### src/rtl/imem_loadable.sv
// Run-time loadable instruction memory: valid/ready load port fills the store,
// registered fetch path returns FILL_WORD beyond the loaded program or while loading.
module imem_loadable #(
  parameter int unsigned      WIDTH     = 8,
  parameter int unsigned      DEPTH     = 64,
  parameter int unsigned      ADDR_W    = 8,
  parameter logic [WIDTH-1:0] FILL_WORD = '0
) (
  input  logic              clk,
  input  logic              reset_n,
  input  logic [ADDR_W-1:0] Read_Address,
  output logic [WIDTH-1:0]  Instruction,
  output logic              Fetch_Valid,
  input  logic              Load_Start,
  input  logic [WIDTH-1:0]  Load_Data,
  input  logic              Load_Valid,
  input  logic              Load_Last,
  output logic              Load_Ready,
  output logic              Load_Done,
  output logic              Load_Error,
  output logic [ADDR_W:0]   Program_Length
);

  localparam int unsigned   IDX_W     = (DEPTH > 1) ? $clog2(DEPTH) : 1;
  localparam logic [ADDR_W:0] DEPTH_LEN = (ADDR_W+1)'(DEPTH);

  typedef enum logic {RUN, LOAD} state_t;

  state_t            state_q, state_d;
  logic [ADDR_W:0]   wr_ptr;
  logic              load_err_q;
  logic              load_done_q;
  logic [WIDTH-1:0]  instr_q;
  logic              fetch_valid_q;
  logic [WIDTH-1:0]  mem [DEPTH];

  logic              beat;
  logic              has_room;
  logic              rd_hit;

  // A Load_Start in the same cycle as a valid word takes priority and drops it.
  assign beat     = (state_q == LOAD) && Load_Valid && !Load_Start;
  assign has_room = (wr_ptr < DEPTH_LEN);
  assign rd_hit   = ({1'b0, Read_Address} < wr_ptr);

  always_comb begin
    state_d = state_q;
    if (Load_Start) begin
      state_d = LOAD;
    end else if (beat && Load_Last) begin
      state_d = RUN;
    end
  end

  always_ff @(posedge clk or negedge reset_n) begin
    if (!reset_n) begin
      state_q     <= RUN;
      wr_ptr      <= '0;
      load_err_q  <= 1'b0;
      load_done_q <= 1'b0;
    end else begin
      state_q     <= state_d;
      load_done_q <= beat && Load_Last;
      if (Load_Start) begin
        wr_ptr     <= '0;
        load_err_q <= 1'b0;
      end else if (beat) begin
        if (has_room) begin
          wr_ptr <= wr_ptr + 1'b1;
        end else begin
          load_err_q <= 1'b1;
        end
      end
    end
  end

  // Storage is deliberately not reset; Program_Length gates every read.
  always_ff @(posedge clk) begin
    if (beat && has_room) begin
      mem[wr_ptr[IDX_W-1:0]] <= Load_Data;
    end
  end

  always_ff @(posedge clk or negedge reset_n) begin
    if (!reset_n) begin
      instr_q       <= FILL_WORD;
      fetch_valid_q <= 1'b0;
    end else if (state_q == RUN) begin
      instr_q       <= rd_hit ? mem[Read_Address[IDX_W-1:0]] : FILL_WORD;
      fetch_valid_q <= 1'b1;
    end else begin
      instr_q       <= FILL_WORD;
      fetch_valid_q <= 1'b0;
    end
  end

  assign Instruction    = instr_q;
  assign Fetch_Valid    = fetch_valid_q;
  assign Load_Ready     = (state_q == LOAD);
  assign Load_Done      = load_done_q;
  assign Load_Error     = load_err_q;
  assign Program_Length = wr_ptr;

endmodule

### config.mk
export PLATFORM = sky130hd
export DESIGN_NAME = imem_loadable
export DESIGN_NICKNAME = d
export VERILOG_FILES = /design/src/rtl/imem_loadable.sv
export SDC_FILE = /design/constraint.sdc
export NUM_CORES = 1
export LEC_CHECK = 0
export ABC_AREA = 0
export CORE_UTILIZATION = 60
export CTS_CLUSTER_SIZE = 16
export DETAILED_ROUTE_END_ITERATION = 12
export DONT_BUFFER_PORTS = 1
export PLACE_DENSITY = 0.76
export REMOVE_ABC_BUFFERS = 1
export SLEW_MARGIN = 10
export SYNTH_ARGS = -nofsm -noshare
export SYNTH_HDL_FRONTEND = slang
export SYNTH_SLANG_ARGS = --single-unit
### constraint.sdc
create_clock -name clk -period 3.1 [get_ports clk]
set_input_delay 0.775 -clock clk [delete_from_list [all_inputs] [get_ports clk]]
set_output_delay 0.775 -clock clk [all_outputs]
set_load 0.05 [all_outputs]
==> impl_summary.txt <==
----------------------------------------------------
[Clock tree]
  Root cell of the clock tree ... sky130_fd_sc_hd__clkbuf_16
  CTS tree ... done
  Clock buffer count from CTS ... 51
  Count of clock tree sinks ... ~530
  Clock H-tree levels ... 2
  Clk slew on worst S/H paths ... ~0.060 ns
  Worst-Skew Late Latency ... approximately 0.58 ns
  Maximum buffer depth of the clock tree ... 3

[Critical path]
  Slowest cell on crit path ... sky130_fd_sc_hd__nand3_1
  Capture instance of the worst register-to-register path ... mem[5][6]
  Critical Path Sink Type ... flip-flop
  Critical path class ... reg -> reg
  Category of cells accounting for the largest share of critical-path delay ... simple AND/OR/NAND/NOR gates
  Reg2reg start ... Program_Length[6]
  Count of buffer and inverter cells on the critical path ... 1
  Flop-to-flop setup slack ... 0.36 ns
  Category of the worst setup path launch point ... flip-flop
  Path length in cells of the critical path ... 5
  Critical path data arrival time ... 3.00 ns
  Most used cell, CP ... sky130_fd_sc_hd__nor2_1
  Register-to-Register Path Depth ... 5
  Crit path largest cell delay ... 0.68 ns
  Highest net fanout along the worst path ... 8
  WP data required ... 3.36 ns
  Cells along the critical path ... or3_1 -> nor2_1 -> nand3_1 -> nor2_1 -> buf_4

[Worst hold path]
  Worst hold path class ... in -> reg
  Hold Path Origin ... Load_Start
  Instance count along the most critical hold path ... 1
  End point of the most critical hold path ... Program_Length[0]

[Die]
  Die height ... 188 um
  Die span in x ... 188 um
  Initial Utilization ... 61.5%
  Die Footprint ... 35,400 um^2
  Number of placement rows ... 67
  IO Pins ... 42
  Core Box Area ... 33,900 um^2

[Finish]
  Area added between synthesis and finish ... 13.4%
  Proportion of layout cells with a drive suffix above 1 ... 26.7%
  Post-route cell area ... 23,600 um^2
  Filler Cell Count ... between 2,000 and 2,500
  Post-layout instance count excluding filler cells ... 1,593
  Nets@finish ... 1,131

[Global route]
  Overflow after GRT ... 0
  First-pass GRT wire length ... 71.5 mm
  Initial antenna violation count ... 1
  Number of global-route vias before repair ... 10,700
  Total routing usage reported by global routing ... 28.2%
  Pin count of the biggest net entering global routing ... 139

[Synth]
  Number of instances in the synthesized netlist ... 1,017
  Post-synth top cells ... sky130_fd_sc_hd__edfxtp_1, sky130_fd_sc_hd__mux4_2, sky130_fd_sc_hd__nor2_1
  Synth top area share ... 73.9%
  Yosys cell types ... 43
  FF+latch count, synth ... 533
  Most common flop cell mapped by yosys ... sky130_fd_sc_hd__edfxtp_1
  Number of synthesized flops with an enable pin ... 512
  Synthesized area divided by synthesized cell count ... 20.5 um^2
  Mapped cell area ... about 21,000 um^2
  Top-count cell post-synth ... sky130_fd_sc_hd__edfxtp_1
  Number of warnings printed during yosys synthesis ... 0
  Proportion of synthesized flip-flops having asynchronous set or reset ... 3.94%
  Post-synthesis sequential area ratio ... 76.4%
  Synth top area cells ... sky130_fd_sc_hd__edfxtp_1, sky130_fd_sc_hd__mux4_2, sky130_fd_sc_hd__dfrtp_1, sky130_fd_sc_hd__nor2_1, sky130_fd_sc_hd__mux2i_1
  Library cell occupying the most area in the post-synthesis netlist ... sky130_fd_sc_hd__edfxtp_1

[Pwr]
  Clock network fraction of total power ... 45.4%
  Combinational cell fraction of total power ... 2.8%
  Largest voltage drop on the vdd net ... 562 uV
  Psw ... around 0.0030 W
  Internal ... about 0.012 W
  Total leakage power ... between 7 and 8 nW
  Switching part of the total ... 19.3%
  Total power ... 0.0153 W
  Sequential Power Share ... roughly 52%
  Ratio of total power to cell area ... 650 nW/um^2

[Route]
  Remaining routing DRC violations ... 0
  Total number of vias ... 10,600
  Vias/cell ... 6.65
  Wire length after detailed routing ... 48.2 mm
  Number of nets with antenna violations after detailed routing ... 0
  Drt first-iter violations ... approximately 1,300
  Per-cell routed wire length ... 30.3 um
  Length of the first detailed-routing pass in iterations ... 5

[STA]
  Slew margin rel. ... ~44%
  Max Clock Skew ... roughly 0.029 ns
  Total Negative Setup Slacks ... 0 ns
  Slew at the pin closest to its max-slew limit ... 0.836 ns
  Highest Clock Rate ... 365 MHz
  Unrepaired setup endpoints after global routing ... no
  Time the final worst path needs with I/O delays and setup ... 2.74 ns
  Hold WS ... 0.262 ns
  Final setup violation count ... 0
  Number of endpoints with negative hold slack in the final report ... 0
  Post-route clock period utilization ... 88.5%
  Total count of max-transition violations in the final report ... 0

[Placement]
  Total cell area at the placement stage ... 21,700 um^2
  Cell count after placement ... 1,495
  Final weighted congestion in routability-driven placement ... 0.830
  Number of port buffers ... 0
  HPWL after detailed placement ... 27.6 mm

[Run]
  Maxcap violations ... 0

[Run status]
  Outcome ... completed

----------------------------------------------------
[cell type report]
class / count / area, um^2 / share of cell area [%]
diodes: 1 / 2.50 / 0.0106
clock buffers: 63 / 1410 / 5.99
clock inverters: 32 / 495 / 2.10
inverters: 9 / 33.8 / 0.143
multi-input cells: 423 / 4540 / 19.3
flip-flops and latches: 533 / 15900 / 67.4
well taps: 448 / 561 / 2.38
repair buffers: 84 / 646 / 2.74
[metal layers]
layer	wire, um	vias up	GRT usage, %
met3	4510	116	5.89
li1	-	4360	-
met5	0	-	0
met2	23600	619	44.6
met4	1790	0	9.76
met1	18300	5499	39.6
[placed cells by master (no fill, tap or decap), types with 3 or more instances in the layout]
master,instances
sky130_fd_sc_hd__o211ai_1,7
sky130_fd_sc_hd__bufinv_16,12
sky130_fd_sc_hd__inv_1,9
sky130_fd_sc_hd__a221o_1,7
sky130_fd_sc_hd__ha_1,8
sky130_fd_sc_hd__clkinvlp_4,5
sky130_fd_sc_hd__buf_4,82
sky130_fd_sc_hd__nand2_1,26
sky130_fd_sc_hd__mux2_2,8
sky130_fd_sc_hd__a211oi_1,8
sky130_fd_sc_hd__a22o_1,7
sky130_fd_sc_hd__clkbuf_16,52
sky130_fd_sc_hd__nor3_1,9
sky130_fd_sc_hd__xnor2_1,5
sky130_fd_sc_hd__nor2_1,97
sky130_fd_sc_hd__edfxtp_1,512
sky130_fd_sc_hd__clkbuf_1,4
sky130_fd_sc_hd__clkinv_1,3
sky130_fd_sc_hd__nor2b_1,5
sky130_fd_sc_hd__clkinv_2,7
sky130_fd_sc_hd__nor4_1,8
sky130_fd_sc_hd__nand2b_1,4
sky130_fd_sc_hd__mux2i_1,18
sky130_fd_sc_hd__and3_1,12
sky130_fd_sc_hd__dfrtp_1,21
sky130_fd_sc_hd__clkbuf_8,7
sky130_fd_sc_hd__a21oi_1,10
sky130_fd_sc_hd__nand3_1,14
sky130_fd_sc_hd__a31oi_1,8
sky130_fd_sc_hd__mux4_2,119
sky130_fd_sc_hd__a22oi_1,24
[power groups by stage]
stage               combinational (W)  clock [W]  sequential [W]
floorplan                    0.000285          0         0.00811
global placement             0.000408          0         0.00810
detailed placement           0.000414          0         0.00810
CTS                          0.000431    0.00699         0.00794
global route                 0.000454    0.00725         0.00794
finish                       0.000434    0.00696         0.00794
[worst max path at each step]
| stage | start | endpoint | slack (ns) |
|---|---|---|---|
| after CTS | Program_Length[6] | mem[5][5] | 0.38 |
| after floorplan | Program_Length[6] | mem[62][0] | 0.70 |
| after detailed placement | Load_Valid | mem[5][5] | 0.40 |
| after global routing | Program_Length[6] | mem[5][6] | 0.25 |
| final | Program_Length[6] | mem[5][6] | 0.36 |
| after global placement | Load_Valid | mem[45][7] | 0.46 |
[through the flow]
stage / util, % / worst slack, ns
finish: 69.7 / 0.357
global route: 69.7 / 0.249
CTS: 69.7 / 0.382
detailed placement: 63.9 / 0.401
global placement: 63.9 / 0.455
floorplan: - / 0.699
[cell families after synthesis]
kind of cell	Yosys count	share of synthesized area, %
fa+ha+maj	8	0.481
flops	533	76.4
simple gates	186	4.12
buf+inv	61	1.77
compound gates	79	2.84
mux	145	14.2
xor+xnor	5	0.210
[what timing repair did]
| item | 4_1_cts | 5_1_grt |
|---|---|---|
| hold endpoints to repair | 21 | 0 |
| buffers inserted | 0 | 0 |
| resized for setup | 0 | 0 |
| hold buffers | 2 | 0 |
[flip-flops by register name, summed over array words and instances (netlist names)]
signal	flops
mem	512
Fetch_Valid	1
Program_Length	9
Load_Error	1
Load_Done	1
Load_Ready	1
Instruction	8
(Power assumes the default switching activity.)
